==> config.mk <==
export PLATFORM = sky130hd
export DESIGN_NAME = writeback_unit
export DESIGN_NICKNAME = d
export VERILOG_FILES = /design/src/rtl/rv32i_pkg.sv /design/src/rtl/load_formatter.sv /design/src/rtl/writeback_unit.sv
export SDC_FILE = /design/constraint.sdc
export NUM_CORES = 1
export LEC_CHECK = 0
export ABC_AREA = 1
export BUFFER_PORTS_ARGS = -buffer_cell sky130_fd_sc_hd__buf_2
export CAP_MARGIN = 25
export CELL_PAD_IN_SITES_DETAIL_PLACEMENT = 2
export CELL_PAD_IN_SITES_GLOBAL_PLACEMENT = 2
export CORE_MARGIN = 2
export CORE_UTILIZATION = 30
export CTS_CLUSTER_SIZE = 14
export DETAILED_ROUTE_END_ITERATION = 16
export GPL_ROUTABILITY_DRIVEN = 0
export PLACE_DENSITY = 0.95
export SYNTH_ARGS = -nofsm -noshare
export SYNTH_HDL_FRONTEND = slang
export SYNTH_SLANG_ARGS = --single-unit
==> constraint.sdc <==
create_clock -name clk -period 3.22 [get_ports clk]
set_input_delay 0.483 -clock clk [delete_from_list [all_inputs] [get_ports clk]]
set_output_delay 0.483 -clock clk [all_outputs]
set_load 0.1 [all_outputs]
==> src/rtl/rv32i_pkg.sv <==
// Shared RV32I constants and load-type encoding used by the writeback path.
package rv32i_pkg;
  localparam int XLEN       = 32;
  localparam int REG_ADDR_W = 5;
  localparam int NREGS      = 32;

  typedef enum logic [2:0] {
    LB  = 3'b000,
    LH  = 3'b001,
    LW  = 3'b010,
    LBU = 3'b100,
    LHU = 3'b101
  } load_funct3_e;
endpackage

==> src/rtl/load_formatter.sv <==
// Selects the byte/half lane from an aligned load word and sign/zero extends it.
module load_formatter
  import rv32i_pkg::*;
(
  input  logic [2:0]      funct3_i,
  input  logic [1:0]      offset_i,
  input  logic [XLEN-1:0] raw_i,
  output logic [XLEN-1:0] data_o
);
  logic [7:0]  byte_sel;
  logic [15:0] half_sel;

  always_comb begin
    byte_sel = raw_i[7:0];
    case (offset_i)
      2'd1:    byte_sel = raw_i[15:8];
      2'd2:    byte_sel = raw_i[23:16];
      2'd3:    byte_sel = raw_i[31:24];
      default: byte_sel = raw_i[7:0];
    endcase
    // Half lane only depends on offset[1]; misaligned bit 0 is ignored.
    half_sel = offset_i[1] ? raw_i[31:16] : raw_i[15:0];
  end

  always_comb begin
    data_o = '0;
    case (funct3_i)
      LB:      data_o = {{24{byte_sel[7]}}, byte_sel};
      LH:      data_o = {{16{half_sel[15]}}, half_sel};
      LW:      data_o = raw_i;
      LBU:     data_o = {24'd0, byte_sel};
      LHU:     data_o = {16'd0, half_sel};
      default: data_o = '0;
    endcase
  end
endmodule

==> src/rtl/writeback_unit.sv <==
// Register-file write port driver: load/ALU arbitration, registered write,
// and a pending-load scoreboard feeding decode operand busy flags.
module writeback_unit
  import rv32i_pkg::*;
(
  input  logic                  clk,
  input  logic                  rstn,
  input  logic                  i_alu_valid,
  output logic                  o_alu_ready,
  input  logic [REG_ADDR_W-1:0] i_alu_rd,
  input  logic [XLEN-1:0]       i_alu_data,
  input  logic                  i_ld_valid,
  output logic                  o_ld_ready,
  input  logic [REG_ADDR_W-1:0] i_ld_rd,
  input  logic [2:0]            i_ld_funct3,
  input  logic [1:0]            i_ld_offset,
  input  logic [XLEN-1:0]       i_ld_rdata,
  input  logic                  i_ld_issue,
  input  logic [REG_ADDR_W-1:0] i_ld_issue_rd,
  input  logic [REG_ADDR_W-1:0] i_rs1_raddr,
  output logic                  o_rs1_busy,
  input  logic [REG_ADDR_W-1:0] i_rs2_raddr,
  output logic                  o_rs2_busy,
  output logic                  o_rd_wvalid,
  output logic [REG_ADDR_W-1:0] o_rd_waddr,
  output logic [XLEN-1:0]       o_rd_wdata
);
  logic                  wvalid_q, wvalid_d;
  logic [REG_ADDR_W-1:0] waddr_q, waddr_d;
  logic [XLEN-1:0]       wdata_q, wdata_d;
  logic [NREGS-1:0]      pending_q, pending_d;
  logic [XLEN-1:0]       ld_fmt;
  logic                  ld_acc, alu_acc;

  load_formatter u_fmt (
    .funct3_i (i_ld_funct3),
    .offset_i (i_ld_offset),
    .raw_i    (i_ld_rdata),
    .data_o   (ld_fmt)
  );

  // Loads always win; ALU is only offered the port when no load is presented.
  assign o_ld_ready  = rstn;
  assign o_alu_ready = rstn & ~i_ld_valid;
  assign ld_acc      = i_ld_valid & o_ld_ready;
  assign alu_acc     = i_alu_valid & o_alu_ready;

  always_comb begin
    wvalid_d = 1'b0;
    waddr_d  = waddr_q;
    wdata_d  = wdata_q;
    if (ld_acc) begin
      wvalid_d = (i_ld_rd != '0);
      waddr_d  = i_ld_rd;
      wdata_d  = ld_fmt;
    end else if (alu_acc) begin
      wvalid_d = (i_alu_rd != '0);
      waddr_d  = i_alu_rd;
      wdata_d  = i_alu_data;
    end
  end

  // Clear before set so a newly issued load to the same rd stays outstanding.
  always_comb begin
    pending_d = pending_q;
    if (ld_acc) pending_d[i_ld_rd] = 1'b0;
    if (i_ld_issue && i_ld_issue_rd != '0) pending_d[i_ld_issue_rd] = 1'b1;
    pending_d[0] = 1'b0;
  end

  always_ff @(posedge clk or negedge rstn) begin
    if (!rstn) begin
      wvalid_q  <= 1'b0;
      waddr_q   <= '0;
      wdata_q   <= '0;
      pending_q <= '0;
    end else begin
      wvalid_q  <= wvalid_d;
      waddr_q   <= waddr_d;
      wdata_q   <= wdata_d;
      pending_q <= pending_d;
    end
  end

  assign o_rd_wvalid = wvalid_q;
  assign o_rd_waddr  = waddr_q;
  assign o_rd_wdata  = wdata_q;

  // The in-flight write counts as busy until the register file commits it.
  assign o_rs1_busy = pending_q[i_rs1_raddr] |
                      (wvalid_q & (waddr_q == i_rs1_raddr) & (i_rs1_raddr != '0));
  assign o_rs2_busy = pending_q[i_rs2_raddr] |
                      (wvalid_q & (waddr_q == i_rs2_raddr) & (i_rs2_raddr != '0));
endmodule

==> summary.txt <==
STA
  • Max-Slew Margin vs Limit: between 40% and 50%
  • Fmax: around 0.35 GHz
  • Setup violations, final: 0
  • Setup TNS: 0 ns
  • Clock skew: 0 ns
  • Final setup margin: 0.3334 ns
  • Max-slew violation count: 0
  • Period utilization: around nine tenths
  • Final hold violation count: 0
  • Unrepaired setup endpoints after global routing: no
  • Worst-margin pin slew: 0.8572 ns
  • Final min period: around 2.9 ns

Power and ir drop
  • Sw frac: a little under half
  • P_int: around 1900 uW
  • Seq pwr share: ~32%
  • PwrDens: 587.5 mW/mm^2
  • Clock power share: 28.3%
  • Max IR drop VDD: about 0.28 mV
  • Switch Pwr: 1628 uW
  • Combinational power share: 39.3%
  • Leakage power: approximately 0.0031 uW

Setup path
  • Critical path data required time: 3.40 ns
  • R2R Path End: o_rd_wdata[19]$_DFFE_PN0P_
  • Worst-case reg-to-reg path depth: 2
  • Worst EP arrival: 3.06 ns
  • Most frequent CP cell: o21ai_0
  • Reg2Reg Setup Slack: 2.23 ns
  • R2R Path Start: o_rd_wdata[19]$_DFFE_PN0P_
  • Worst Path Max Fanout: 13
  • Setup crit start: rstn
  • Critical path type: primary input to register
  • Startpoint types: primary input
  • CP cell instances: dlygate4sd3_1 > buf_4 > nand2_1 > inv_1 > nand3_1 > o21ai_0 > o21ai_0
  • Worst setup endpoint: pending_q[4]$_DFF_PN0_
  • Max incr delay on CP: 0.56 ns
  • Worst setup EP type: register
  • Slowest cell on crit path: dlygate4sd3_1

Final layout
  • NumNets Final: 976
  • Synthesis-to-finish area growth: 23.07%
  • Final Util: a little under two fifths
  • Fraction of layout cells with a size suffix above 1: 22.56%
  • Diode count: 0

Hold path
  • Tightest Hold Check Type: primary input to register

Die
  • Starting Density: 30.87%
  • Die Ht: about 130 um
  • Die area: roughly 0.018 mm^2
  • Ports: 141
  • Die width: 132.3 um
  • Num rows: 46
  • Total core area: 0.01600 mm^2

Synthesis
  • Synth Instances: 751
  • Async SR Flop Fraction: 100.0%
  • Area contributors post-synth: dfrtp_1, nand2_1, o21ai_0
  • Top-area cell type share of the netlist area: 34.95%
  • Synth warn: 0
  • Seq/Total Area, Yosys: 34.95%
  • Syn avg cell area: between 6 and 7 um^2
  • Count leader, synth: nand2_1
  • Commonest cells post-synth: nand2_1, o21ai_0, nand3_1, inv_1, dfrtp_1
  • Post-synth EDFFs: 0
  • Synth Flop Type: dfrtp_1
  • Syn_nets: 850
  • Post-Syn Area: 0.004940 mm^2
  • Synth area leader: dfrtp_1
  • Post-synthesis cell type count: 35
  • Post-synthesis register bit count: 69

Clock tree
  • Clock transition at path regs: 0.06 ns
  • Clk root buf: clkbuf_16
  • TritonCTS clock tree: done
  • Sink Count: ~70
  • H-tree levels: 3
  • Post-CTS Repair Setup Buffers: 0
  • Clock Latency Late Sink: 0.34 ns
  • TritonCTS Buffers: 9
  • Clk buf depth: 2

Route
  • Residual DRC: 0
  • Drt wl/cell: 21.02 um
  • Post-route ant nets: 0
  • 1st-pass router iterations: 4
  • Iter 0 DRT Violations: 320
  • Via density: 5.393
  • Final WL: 23.08 mm
  • Via count: roughly 5.9k

Global routing
  • Antenna violations before repair: 0
  • Largest net degree at the start of global routing: 63
  • GRT Total Usage: 26.59%
  • First-pass GRT wire length: between 30 and 40 mm
  • Vias in the first global route: 6588
  • Total grt overflow: 0

Place
  • IO buf count: 140
  • Dpl hpwl: around 17 mm
  • Worst slack, placed: about 0.76 ns

Outcome
  • Outcome: complete, no violations

Flow run
  • Max-cap viol count: 0
[power groups by stage]
stage	Clock [uW]	Combinational, uW	Sequential [uW]
3_3_place_gp	0	1320	1140
5_1_grt	1060	1500	1170
3_5_place_dp	0	1370	1160
4_1_cts	1020	1400	1150
6_report	1010	1400	1160
2_1_floorplan	0	513	1610
[critical path, delay by kind of cell]
family | cells | cell delay (ns)
buffers and inverters | 3 | 1.22
AOI/OAI and AO/OA | 2 | 0.64
and+or+nand+nor | 2 | 0.71
[final cells by class]
type,instances,area [um^2]
clock buffers,10,229.0
clock inverters,6,63.81
fillers,2012,9921
inverters,97,364.1
multi-input cells,552,2660
flip-flops and latches,69,1727
well taps,216,270.3
repair buffers,148,765.7
[registers in the layout (all words and copies together) (netlist names)]
signal and count:
pending_q 31, o_rd_wvalid 1, o_rd_wdata 32, o_rd_waddr 5
[layout by cell type (no fill, tap or decap), types with 2 or more instances in the layout]
master,instances
inv_2,4
clkinvlp_4,2
buf_4,8
nand2_2,3
a21boi_1,24
clkinv_2,2
nor3_1,11
or2_2,24
o22ai_1,3
o211ai_1,4
o21ai_1,5
dfrtp_1,69
inv_1,91
a21oi_1,3
nor2_1,43
clkinv_1,2
nor2_2,2
nand3_1,101
buf_2,139
o21ai_0,122
a2bb2oi_1,7
clkbuf_16,9
nand2_1,188
o221ai_1,2
[through the flow]
stage	hold WS, ns	instances	instance area [um^2]	power [uW]
after global routing	0.4504	1098	6080	3729
final	0.4279	1098	6080	3571
after global placement	0.3418	1081	5777	2461
after floorplan	0.1874	751	4940	2120
after CTS	0.4243	1098	6080	3576
after detailed placement	0.3416	1081	5777	2529
[worst min-delay path by stage]
stage,slack (ns),cells past startpoint,start,end
final,0.43,3,i_alu_rd[0],o_rd_wvalid$_DFF_PN0_
after global routing,0.45,3,i_alu_rd[0],o_rd_waddr[0]$_DFFE_PN0P_
after CTS,0.42,3,i_alu_rd[0],o_rd_waddr[0]$_DFFE_PN0P_
after detailed placement,0.34,1,rstn,o_rd_wdata[23]$_DFFE_PN0P_
after global placement,0.34,1,rstn,o_rd_wdata[23]$_DFFE_PN0P_
after floorplan,0.19,0,rstn,o_rd_waddr[0]$_DFFE_PN0P_
[kinds of logic after synthesis]
| kind of cell | share of synthesized area [%] |
|---|---|
| AOI/OAI and AO/OA | 19.91 |
| xor gates and xnor gates | 0.3547 |
| buffers and inverters | 11.20 |
| DFF | 34.95 |
| and+or+nand+nor | 33.59 |
[metal layers]
metal / GRT usage [%] / up-vias / part of all wire, %
li1: - / 2696 / -
met3: 3.191 / 45 / 3.4
met4: 9.319 / 0 / 2.6
met5: 0 / - / 0
met1: 33.63 / 3007 / 44
met2: 46.69 / 173 / 50
[timing repair]
action / 4_1_cts / 5_1_grt
hold endpoints to repair: 7 / 0
gates resized for setup: 0 / 0
hold buffers: 1 / 0
(Power assumes the default switching activity.)
